## src/rtl/fetch_pkg.sv

```systemverilog
// Shared types and default parameters for the instruction-fetch sequencer.
package fetch_pkg;

    localparam int unsigned DEF_ADDR_W = 6;
    localparam int unsigned DEF_INST_W = 32;
    localparam int unsigned DEF_CNT_W  = 16;

    localparam logic [DEF_ADDR_W-1:0] DEF_RESET_PC = '0;

    typedef enum logic [0:0] {
        IDLE  = 1'b0,
        FETCH = 1'b1
    } fetch_state_t;

endpackage

```

## src/rtl/fetch_buf.sv

```systemverilog
// One-entry valid/ready output buffer holding a fetched word and its address.
module fetch_buf #(
    parameter int unsigned ADDR_W = 6,
    parameter int unsigned INST_W = 32
) (
    input  logic              clk,
    input  logic              clrn,
    input  logic              load,
    input  logic              flush,
    input  logic              ready,
    input  logic [INST_W-1:0] in_inst,
    input  logic [ADDR_W-1:0] in_pc,
    output logic              valid,
    output logic [INST_W-1:0] inst,
    output logic [ADDR_W-1:0] inst_pc
);

    logic              valid_q, valid_d;
    logic [INST_W-1:0] inst_q, inst_d;
    logic [ADDR_W-1:0] pc_q, pc_d;

    // Flush wins over load; data regs keep their last value when not loading.
    always_comb begin
        valid_d = valid_q;
        inst_d  = inst_q;
        pc_d    = pc_q;
        if (flush) begin
            valid_d = 1'b0;
        end else if (load) begin
            valid_d = 1'b1;
            inst_d  = in_inst;
            pc_d    = in_pc;
        end else if (valid_q && ready) begin
            valid_d = 1'b0;
        end
    end

    always_ff @(posedge clk or negedge clrn) begin
        if (!clrn) begin
            valid_q <= 1'b0;
            inst_q  <= '0;
            pc_q    <= '0;
        end else begin
            valid_q <= valid_d;
            inst_q  <= inst_d;
            pc_q    <= pc_d;
        end
    end

    assign valid   = valid_q;
    assign inst    = inst_q;
    assign inst_pc = pc_q;

endmodule

```

## src/rtl/inst_fetch_ctrl.sv

```systemverilog
// Instruction-fetch sequencer: owns the PC, drives the ROM address, buffers fetched
// words toward decode and applies execute-stage redirects.
module inst_fetch_ctrl
    import fetch_pkg::*;
#(
    parameter int unsigned       ADDR_W   = DEF_ADDR_W,
    parameter int unsigned       INST_W   = DEF_INST_W,
    parameter logic [ADDR_W-1:0] RESET_PC = DEF_RESET_PC,
    parameter int unsigned       CNT_W    = DEF_CNT_W
) (
    input  logic              clk,
    input  logic              clrn,
    input  logic              run,
    output logic [ADDR_W-1:0] rom_a,
    input  logic [INST_W-1:0] rom_inst,
    input  logic              redirect_valid,
    input  logic [ADDR_W-1:0] redirect_pc,
    output logic              inst_valid,
    output logic [INST_W-1:0] inst,
    output logic [ADDR_W-1:0] inst_pc,
    input  logic              inst_ready,
    output logic              busy,
    output logic [CNT_W-1:0]  fetch_cnt
);

    fetch_state_t      state_q, state_d;
    logic [ADDR_W-1:0] pc_q, pc_d;
    logic [CNT_W-1:0]  cnt_q, cnt_d;
    logic              can_load;
    logic              load;
    logic              transfer;

    assign can_load = !inst_valid || inst_ready;
    assign transfer = inst_valid && inst_ready;
    assign load     = (state_q == FETCH) && run && can_load && !redirect_valid;

    always_comb begin
        state_d = state_q;
        unique case (state_q)
            IDLE:    if (run)  state_d = FETCH;
            FETCH:   if (!run) state_d = IDLE;
            default: state_d = IDLE;
        endcase
    end

    // Redirect has priority; pc+1 wraps naturally at ADDR_W bits.
    always_comb begin
        pc_d = pc_q;
        if (redirect_valid) begin
            pc_d = redirect_pc;
        end else if (load) begin
            pc_d = pc_q + 1'b1;
        end
    end

    // A transfer counts even when a redirect flushes the buffer in the same cycle.
    always_comb begin
        cnt_d = cnt_q;
        if (transfer && (cnt_q != '1)) begin
            cnt_d = cnt_q + 1'b1;
        end
    end

    always_ff @(posedge clk or negedge clrn) begin
        if (!clrn) begin
            state_q <= IDLE;
            pc_q    <= RESET_PC;
            cnt_q   <= '0;
        end else begin
            state_q <= state_d;
            pc_q    <= pc_d;
            cnt_q   <= cnt_d;
        end
    end

    fetch_buf #(
        .ADDR_W (ADDR_W),
        .INST_W (INST_W)
    ) u_buf (
        .clk     (clk),
        .clrn    (clrn),
        .load    (load),
        .flush   (redirect_valid),
        .ready   (inst_ready),
        .in_inst (rom_inst),
        .in_pc   (pc_q),
        .valid   (inst_valid),
        .inst    (inst),
        .inst_pc (inst_pc)
    );

    assign rom_a     = pc_q;
    assign busy      = (state_q == FETCH);
    assign fetch_cnt = cnt_q;

endmodule

```

## config.mk

```make
export PLATFORM = sky130hd
export DESIGN_NAME = inst_fetch_ctrl
export DESIGN_NICKNAME = d
export VERILOG_FILES = /design/src/rtl/fetch_pkg.sv /design/src/rtl/fetch_buf.sv /design/src/rtl/inst_fetch_ctrl.sv
export SDC_FILE = /design/constraint.sdc
export NUM_CORES = 1
export LEC_CHECK = 0
export CAP_MARGIN = 30
export CORE_AREA = 4 4 92 94
export CTS_CLUSTER_SIZE = 10
export DETAILED_ROUTE_END_ITERATION = 12
export DIE_AREA = 0 0 96 98
export GPL_ROUTABILITY_DRIVEN = 0
export GPL_TIMING_DRIVEN = 0
export HOLD_SLACK_MARGIN = 0.1
export PLACE_DENSITY = 0.74
export SLEW_MARGIN = 15
export SYNTH_ARGS = -nofsm -noshare
export SYNTH_HDL_FRONTEND = slang
export SYNTH_SLANG_ARGS = --single-unit
```

## constraint.sdc

```tcl
create_clock -name clk -period 1.8 [get_ports clk]
set_input_delay 0.45 -clock clk [delete_from_list [all_inputs] [get_ports clk]]
set_output_delay 0.45 -clock clk [all_outputs]
set_load 0.005 [all_outputs]
```

==> qor.yml <==
outcome: "finished clean"
pwr-share-comb_pct: 27.0
placedInstanceArea_um2: 3800
fin_setup_tns_ps: 0
path_class: "reg -> reg"
final_hold_viol_count: 0
routed_wl_um: 5980
ff2ff_path_depth: 5
drcViolationCount: 0
yosysMostFrequentCell: "dfrtp_1"
design_area_um2: 4130
critPathArrivalTime_ps: 1980
overflow: 0
cts.sinks: 62
vias: 2008
cap_viol_max_count: 0
start_util_pct: 34.0
cts_buffer_depth: 2
synth_edf_count: 0
p_per_area_nw_per_um2: 959
power_frac_seq_pct: 46.1
required_ps: 2000
htreeDepth: 3
clock_power_share_pct: 27.0
critPathSlowestCell: "or4_4"
pin_count: 105
synth_top_area_share_pct: 59.6
rsz0062_at_grt: "true"
drive_gt1_share_pct: 29.0
dieHeight_um: 98
cp_max_fo: 8
area_delta_synth_final_pct: 58.8
fin_crit_sh_pct: 98.8
wl_per_cell_um: 14.1
grt_max_degree: 37
viasPerCell: 4.75
regToRegSetupSlack_ps: 20
hpwl_um: 4470
cpLargestDelayFamily: "simple AND/OR/NAND/NOR gates"
cts_buffers: 9
hold_ws_ps: 504
synthArstFlopShare_pct: 100
drt_iter0_drc: 31
post_synth.cell_area_avg_um2: 13.4
worst_slack_ps: 21.2
clockRootBuffer: "clkbuf_8"
worst-slew-pin-transition_ps: 393
ant_nets: 0
final_net_count: 363
ys.flop_type: "dfrtp_1"
max_stage_delay_ps: 500
core_region_area_um2: 7650
synth_area_leaders: "dfrtp_1 60%, mux2_2 17%, xnor2_1 5.0%"
grt_pass1_wl_um: 9800
die_width_um: 96
internal_power_w: 0.00300
hold_path_depth: 1
yosys_warnings: 0
grt_pass1_vias: 2055
syn_inst: 194
slew_violations: 0
min_path_type: "reg -> reg"
ys_types: 34
crit_buf_inv: 0
rr_endpoint: "fetch_cnt[1]$_DFFE_PN0P_"
track_usage_pct: 13.2
vdd_ir_drop_max_v: 0.000582
synth.largest_area_cell: "dfrtp_1"
synth_seq_cells: 62
path_clk_slew_ps: 60
max_freq_mhz: 562
dr.pass1.iters: 4
die_area_um2: 9410
critPathLaunchType: "register"
slew_headroom_pct: 73.8
period_needed_ps: 1780
num_rows: 32
r2r-start: "fetch_cnt[0]$_DFFE_PN0P_"
setup_viol: 0
clock_latency_ps: 320
path_cells: "ha_4 -> nand4_4 -> or4_4 -> nor2b_4 -> mux2_4"
p_leak_nw: 1.68
hold_start: "u_buf.inst[18]$_DFFE_PN0P_"
synth_commonest_cells: "62 x dfrtp_1, 39 x mux2_2, 15 x nand2_1, 15 x xnor2_1, 7 x nand3_1"
whs_endpoint: "u_buf.inst[18]$_DFFE_PN0P_"
pre_cts_ws_ps: -869
synth-seq-area-share_pct: 59.6
netlist_area_um2: 2600
port_buffers: 104
worstSetupEndpointType: "register"
p_sw_w: 0.000965
num_antenna_cells: 0
cts_tree: "yes"
syn_nets: 239
skew_ps: 5.56
swShare_pct: 24.3
antenna_found_initial: 0
-- layout make-up --
cell class              instances  area [um2]
well taps                     102         128
inverters                       1        3.75
repair buffers                115        1140
plain buffers                   5        48.8
clock buffers                  13         169
multi-input cells             124        1070
flip-flops and latches         62        1570
fillers                       689        3510
clock inverters                 1        5.00
-- cells by family after synthesis --
group / count (synthesis) / synth area share (%)
AO/OA/AOI/OAI: 13 / 3.08
XOR/XNOR: 16 / 5.38
adder cells (fa/ha/maj): 2 / 0.961
buffers and inverters: 8 / 1.63
flip-flops: 62 / 59.6
multiplexers: 41 / 17.8
AND/OR/NAND/NOR: 52 / 11.5
-- routing by layer --
metal / share of wire [%] / vias up / global-route usage (%)
met5: 0 / - / 0
met4: 1.3 / 0 / 5.25
met3: 8.1 / 8 / 4.08
met2: 49 / 69 / 21.8
met1: 41 / 995 / 15.9
li1: - / 936 / -
-- flip-flops by register name, summed over array words and instances (netlist names) --
register       count
busy               1
fetch_cnt         16
rom_a              6
u_buf.inst        32
u_buf.inst_pc      6
u_buf.valid        1
-- power groups by stage --
stage | clock, W | combinational, W | sequential [W]
final | 0.00107 | 0.00107 | 0.00183
after floorplan | 0 | 0.000295 | 0.00185
after CTS | 0.00113 | 0.00106 | 0.00182
after global placement | 0 | 0.000973 | 0.00183
after detailed placement | 0 | 0.000992 | 0.00184
after global routing | 0.00119 | 0.00116 | 0.00186
-- stage by stage --
step / instances / power (W) / utilization (%)
final: 423 / 0.00396 / 54.0
after floorplan: 194 / 0.00214 / -
after detailed placement: 401 / 0.00284 / 49.7
after global routing: 423 / 0.00421 / 54.0
after CTS: 422 / 0.00401 / 53.6
after global placement: 400 / 0.00281 / 49.5
-- cells in the final DEF (no fill, tap or decap), types with 2 or more instances in the layout --
cell type         n
buf_6             4
nand4_4           2
nor4_2            2
o21ai_0           6
a21oi_1           2
dfrtp_2          12
buf_4            10
clkdlybuf4s50_1  99
nor2_1            5
nand2_1          14
xnor2_1          15
nand3_1           7
o21a_1            2
dfrtp_1          50
nand4_1           6
dlymetal6s2s_1    2
mux2_2           39
clkbuf_8         12
clkbuf_1          2
nor4_1            2
-- how the worst max path moves through the flow --
stage,startpoint,endpoint,depth (start not counted)
after detailed placement,inst_ready,u_buf.inst[0]$_DFFE_PN0P_,7
after floorplan,fetch_cnt[0]$_DFFE_PN0P_,fetch_cnt[1]$_DFFE_PN0P_,6
after global placement,clrn,u_buf.inst[11]$_DFFE_PN0P_,1
after CTS,fetch_cnt[1]$_DFFE_PN0P_,fetch_cnt[1],2
final,fetch_cnt[0]$_DFFE_PN0P_,fetch_cnt[1]$_DFFE_PN0P_,5
after global routing,fetch_cnt[0]$_DFFE_PN0P_,fetch_cnt[1]$_DFFE_PN0P_,5
-- repair_timing --
action                                  4_1_cts  5_1_grt
resized for setup                            22       12
pin swaps                                     3        1
endpoints found under the setup margin       43       37
endpoints found under the hold margin        26        0
buffers inserted                              8        1
hold buffers                                  1        0
No activity file was read; power rests on OpenSTA's default activity.
